<file path="config.mk">
export PLATFORM = sky130hd
export DESIGN_NAME = serial_word_matcher
export DESIGN_NICKNAME = d
export VERILOG_FILES = /design/src/rtl/serial_word_matcher.sv
export SDC_FILE = /design/constraint.sdc
export NUM_CORES = 1
export LEC_CHECK = 0
export BUFFER_PORTS_ARGS = -buffer_cell sky130_fd_sc_hd__buf_4
export CAP_MARGIN = 20
export CORE_ASPECT_RATIO = 1.5
export CORE_MARGIN = 2
export CORE_UTILIZATION = 45
export DETAILED_ROUTE_END_ITERATION = 8
export PLACE_DENSITY = 0.66
export SYNTH_ARGS = -nofsm -noshare
export SYNTH_HDL_FRONTEND = slang
export SYNTH_SLANG_ARGS = --single-unit
</file>
<file path="constraint.sdc">
create_clock -name clk -period 4.4 [get_ports clk]
set_input_delay 0.88 -clock clk [delete_from_list [all_inputs] [get_ports clk]]
set_output_delay 0.88 -clock clk [all_outputs]
set_load 0.02 [all_outputs]
</file>
<file path="src/rtl/serial_word_matcher.sv">
// Bit-serial word-equality checker: folds x XNOR y over WIDTH bits and reports
// whole-word match, first-mismatch arrival index and a saturating matched-word count.
module serial_word_matcher #(
  parameter int WIDTH = 8,
  parameter int CNT_W = 8,
  parameter int IDX_W = $clog2(WIDTH)
) (
  input  logic             clk,
  input  logic             rst,
  input  logic             start,
  input  logic             bit_valid,
  input  logic             x,
  input  logic             y,
  input  logic             clr_count,
  output logic             busy,
  output logic             done,
  output logic             match,
  output logic [IDX_W-1:0] mismatch_idx,
  output logic [CNT_W-1:0] match_count
);

  localparam logic [IDX_W:0]   LAST_BIT = (IDX_W+1)'(WIDTH - 1);
  localparam logic [CNT_W-1:0] CNT_MAX  = '1;

  typedef enum logic [1:0] {
    S_IDLE,
    S_SHIFT,
    S_REPORT
  } state_t;

  state_t           state_q;
  logic [IDX_W:0]   bit_cnt_q;
  logic             eq_acc_q;
  logic [IDX_W-1:0] first_idx_q;
  logic             busy_q;
  logic             done_q;
  logic             match_q;
  logic [IDX_W-1:0] mismatch_idx_q;
  logic [CNT_W-1:0] match_count_q;

  logic             bit_eq;
  logic             eq_acc_d;
  logic [IDX_W-1:0] first_idx_d;
  logic             last_bit;
  logic             consume;
  logic             word_end;
  logic [CNT_W-1:0] match_count_d;

  always_comb begin
    bit_eq      = ~(x ^ y);
    eq_acc_d    = eq_acc_q & bit_eq;
    // Only the first falling edge of the accumulator captures the index.
    first_idx_d = (eq_acc_q && !bit_eq) ? bit_cnt_q[IDX_W-1:0] : first_idx_q;
    last_bit    = (bit_cnt_q == LAST_BIT);
    consume     = (state_q == S_SHIFT) && bit_valid;
    word_end    = consume && last_bit;

    match_count_d = match_count_q;
    if (word_end && eq_acc_d && (match_count_q != CNT_MAX)) begin
      match_count_d = match_count_q + 1'b1;
    end
    if (clr_count) begin
      match_count_d = '0;
    end
  end

  always_ff @(posedge clk or posedge rst) begin
    if (rst) begin
      state_q        <= S_IDLE;
      bit_cnt_q      <= '0;
      eq_acc_q       <= 1'b1;
      first_idx_q    <= '0;
      busy_q         <= 1'b0;
      done_q         <= 1'b0;
      match_q        <= 1'b0;
      mismatch_idx_q <= '0;
      match_count_q  <= '0;
    end else begin
      done_q        <= 1'b0;
      match_count_q <= match_count_d;
      case (state_q)
        S_IDLE: begin
          if (start) begin
            state_q     <= S_SHIFT;
            busy_q      <= 1'b1;
            bit_cnt_q   <= '0;
            eq_acc_q    <= 1'b1;
            first_idx_q <= '0;
          end
        end
        S_SHIFT: begin
          if (consume) begin
            eq_acc_q    <= eq_acc_d;
            first_idx_q <= first_idx_d;
            bit_cnt_q   <= bit_cnt_q + 1'b1;
            if (last_bit) begin
              state_q        <= S_REPORT;
              done_q         <= 1'b1;
              match_q        <= eq_acc_d;
              mismatch_idx_q <= eq_acc_d ? '0 : first_idx_d;
            end
          end
        end
        S_REPORT: begin
          state_q <= S_IDLE;
          busy_q  <= 1'b0;
        end
        default: begin
          state_q <= S_IDLE;
          busy_q  <= 1'b0;
        end
      endcase
    end
  end

  assign busy         = busy_q;
  assign done         = done_q;
  assign match        = match_q;
  assign mismatch_idx = mismatch_idx_q;
  assign match_count  = match_count_q;

endmodule

</file>
==> flow_metrics.env <==
export IMPL_cts_tree="done"
export IMPL_fin_area_um2=1380
export IMPL_synth_seq_cells=24
export IMPL_fillers=229
export IMPL_finalSetupViolCount=0
export IMPL_via_per_inst=5.83
export IMPL_die_area_um2=3060
export IMPL_combPwrFrac_pct=30.6
export IMPL_dp_cells=158
export IMPL_ctsResizeCount=0
export IMPL_grtUsageTotal_pct=16.8
export IMPL_final_hold_violation_count=0
export IMPL_max_slew_margin_pct=40.8
export IMPL_fin_skew_ns=0.0108
export IMPL_crit_type="register to register"
export IMPL_synthFlopType="dfrtp_1"
export IMPL_async_flop_share_pct=100
export IMPL_synth_largest_area_cell="dfrtp_1"
export IMPL_yosys_warnings=0
export IMPL_final_net_count=148
export IMPL_maxSlewViolCount=0
export IMPL_period_needed_ns=1.91
export IMPL_cts_buffer_depth=2
export IMPL_drv_cap=0
export IMPL_synth_seq_area_share_pct=50.9
export IMPL_synth_cell_types=37
export IMPL_postCtsSetupBuffers=0
export IMPL_grt_pass1_wl_um=3770
export IMPL_p_total_uw=649
export IMPL_cp_required_ns=4.66
export IMPL_firstDrtPassIters=4
export IMPL_insertion_delay_ns=0.32
export IMPL_end_kind="register"
export IMPL_avgSynthCellArea_um2=10.1
export IMPL_antenna_left=0
export IMPL_htree_levels=1
export IMPL_critPathLaunchType="register"
export IMPL_numClockSinks=24
export IMPL_critPathMaxFanout=12
export IMPL_switchingPower_uw=227
export IMPL_cts_hold_buffers=0
export IMPL_syn_nets=126
export IMPL_syn2layout_area_growth_pct=16.6
export IMPL_swShare_pct=35.0
export IMPL_whs_path_depth=1
export IMPL_ir_drop_mv=0.346
export IMPL_dp_hpwl_um=1730
export IMPL_drtIter0Drc=33
export IMPL_synth_top_area_share_pct=48.7
export IMPL_grt_max_degree=25
export IMPL_fin_cells=162
export IMPL_holdWs_ns=0.518
export IMPL_r2r_setup_slack_ns=2.49
export IMPL_synthCells=117
export IMPL_wl_per_cell_um=14.2
export IMPL_initial_utilization_pct=47.7
export IMPL_leakage_nw=0.615
export IMPL_num_antenna_cells=0
export IMPL_setup_tns_ns=0
export IMPL_drive_above_1_share_pct=23.9
export IMPL_die_x_um=45.9
export IMPL_cp_startpoint="bit_cnt_q[1]"
export IMPL_netlist_top_cells_area="dfrtp_1 49%, a21oi_1 6.8%, o21ai_0 3.8%"
export IMPL_worst_slack_ns=2.49
export IMPL_seq_power_share_pct=51.2
export IMPL_cts_made_buffers=3
export IMPL_root_buffer="clkbuf_4"
export IMPL_timing_rr_end="match_count[4]"
export IMPL_wl_um=2300
export IMPL_synth_cell_area_um2=1180
export IMPL_first_global_vias=881
export IMPL_drc=0
export IMPL_status="finished, final reports clean"
export IMPL_final_core_util_pct=55.7
export IMPL_synth_edff_count=0
export IMPL_placed_area_um2=1340
export IMPL_design_core_area_um2=2480
export IMPL_rr_startpoint="bit_cnt_q[1]"
export IMPL_crit_path_end="match_count[4]"
export IMPL_dp_slack_ns=2.17
export IMPL_gp_congestion=0.818
export IMPL_clock_fmax_ghz=0.524
export IMPL_fp_row_count=22
export IMPL_arrival_ns=2.17
export IMPL_power_density_nw_per_um2=471
export IMPL_p_clk_share_pct=18.2
export IMPL_p_int_uw=422
export IMPL_fin_crit_sh_pct=43.4
export IMPL_path_clk_slew_ns=0.14
export IMPL_route_vias_total=944
export IMPL_worst_slew_pin_slew_ns=0.888
export IMPL_dieHeight_um=66.8
export IMPL_rsz0062_at_grt="no"
export IMPL_antenna_found_initial=0
export IMPL_io_pins=21
export IMPL_place_port_buffers=20
export IMPL_r2r_worst_path_cells=5
export IMPL_grt_overflow_total=0
export IMPL_hold_class="register to register"
-- power groups by stage --
stage | combinational [mW] | sequential (mW) | clock, mW
5_1_grt | 0.225 | 0.340 | 0.127
3_5_place_dp | 0.201 | 0.335 | 0
2_1_floorplan | 0.110 | 0.352 | 0
6_report | 0.198 | 0.332 | 0.118
3_3_place_gp | 0.196 | 0.334 | 0
4_1_cts | 0.201 | 0.332 | 0.119
-- cell usage after synthesis, types with 2 or more instances --
| library cell | count |
|---|---|
| dfrtp_1 | 23 |
| a21oi_1 | 16 |
| o21ai_0 | 9 |
| nor2_1 | 7 |
| inv_1 | 6 |
| nand3_1 | 6 |
| nor2b_1 | 6 |
| nand2_1 | 5 |
| a22o_1 | 3 |
| nor3_1 | 3 |
| o31ai_1 | 3 |
| or4_1 | 3 |
| ha_1 | 2 |
| or3_1 | 2 |
-- worst min-delay path by stage --
stage / startpoint / endpoint
after CTS: first_idx_q[1] / first_idx_q[1]
after floorplan: first_idx_q[0] / first_idx_q[0]
after global routing: first_idx_q[0] / first_idx_q[0]
after global placement: first_idx_q[2] / first_idx_q[2]
after detailed placement: first_idx_q[1] / first_idx_q[1]
final: first_idx_q[2] / first_idx_q[2]
-- cell type report --
class	count	area [um^2]	area share (%)
repair buffers	20	150	10.9
multi-input cells	84	538	39.0
flip-flops and latches	24	602	43.6
well taps	24	30.0	2.18
clock buffers	4	36.3	2.63
inverters	6	22.5	1.63
-- kinds of logic after synthesis --
family | count (synthesis) | synth area share, %
buffers and inverters | 9 | 3.60
XOR/XNOR | 2 | 2.12
flip-flops | 24 | 50.9
adder cells (fa/ha/maj) | 2 | 2.12
AO/OA/AOI/OAI | 36 | 18.3
AND/OR/NAND/NOR | 44 | 23.0
-- critical path: stages, from the launching register on --
cell,delay [ns]
dfrtp_1,0.49
ha_1,0.22
and4b_4,0.29
nand4_4,0.18
or4_1,0.53
a21oi_1,0.15
-- sequential cells by signal, summed over array words and instances, names as in the netlist --
register      flops
match             1
bit_cnt_q         4
busy              1
done              1
match_count       8
mismatch_idx      3
state_q           2
eq_acc_q          1
first_idx_q       3
-- metal layers --
metal,part of all wire (%),routed length [um],vias to the layer above,GRT usage [%]
met1,42,960,441,20.5
met2,53,1210,29,29.3
met5,0,0,-,0
li1,-,-,469,-
met3,3.4,78,5,1.63
met4,2.0,46,0,6.43
-- placed cells by master (no fill, tap or decap), types with 5 or more instances in the layout --
cell type / instances
inv_1: 6
o21ai_0: 9
nand3_1: 6
nor2b_1: 6
buf_4: 20
a21oi_1: 16
nand2_1: 5
dfrtp_1: 23
nor2_1: 7
Note: power is estimated with default switching activity, not from simulation.
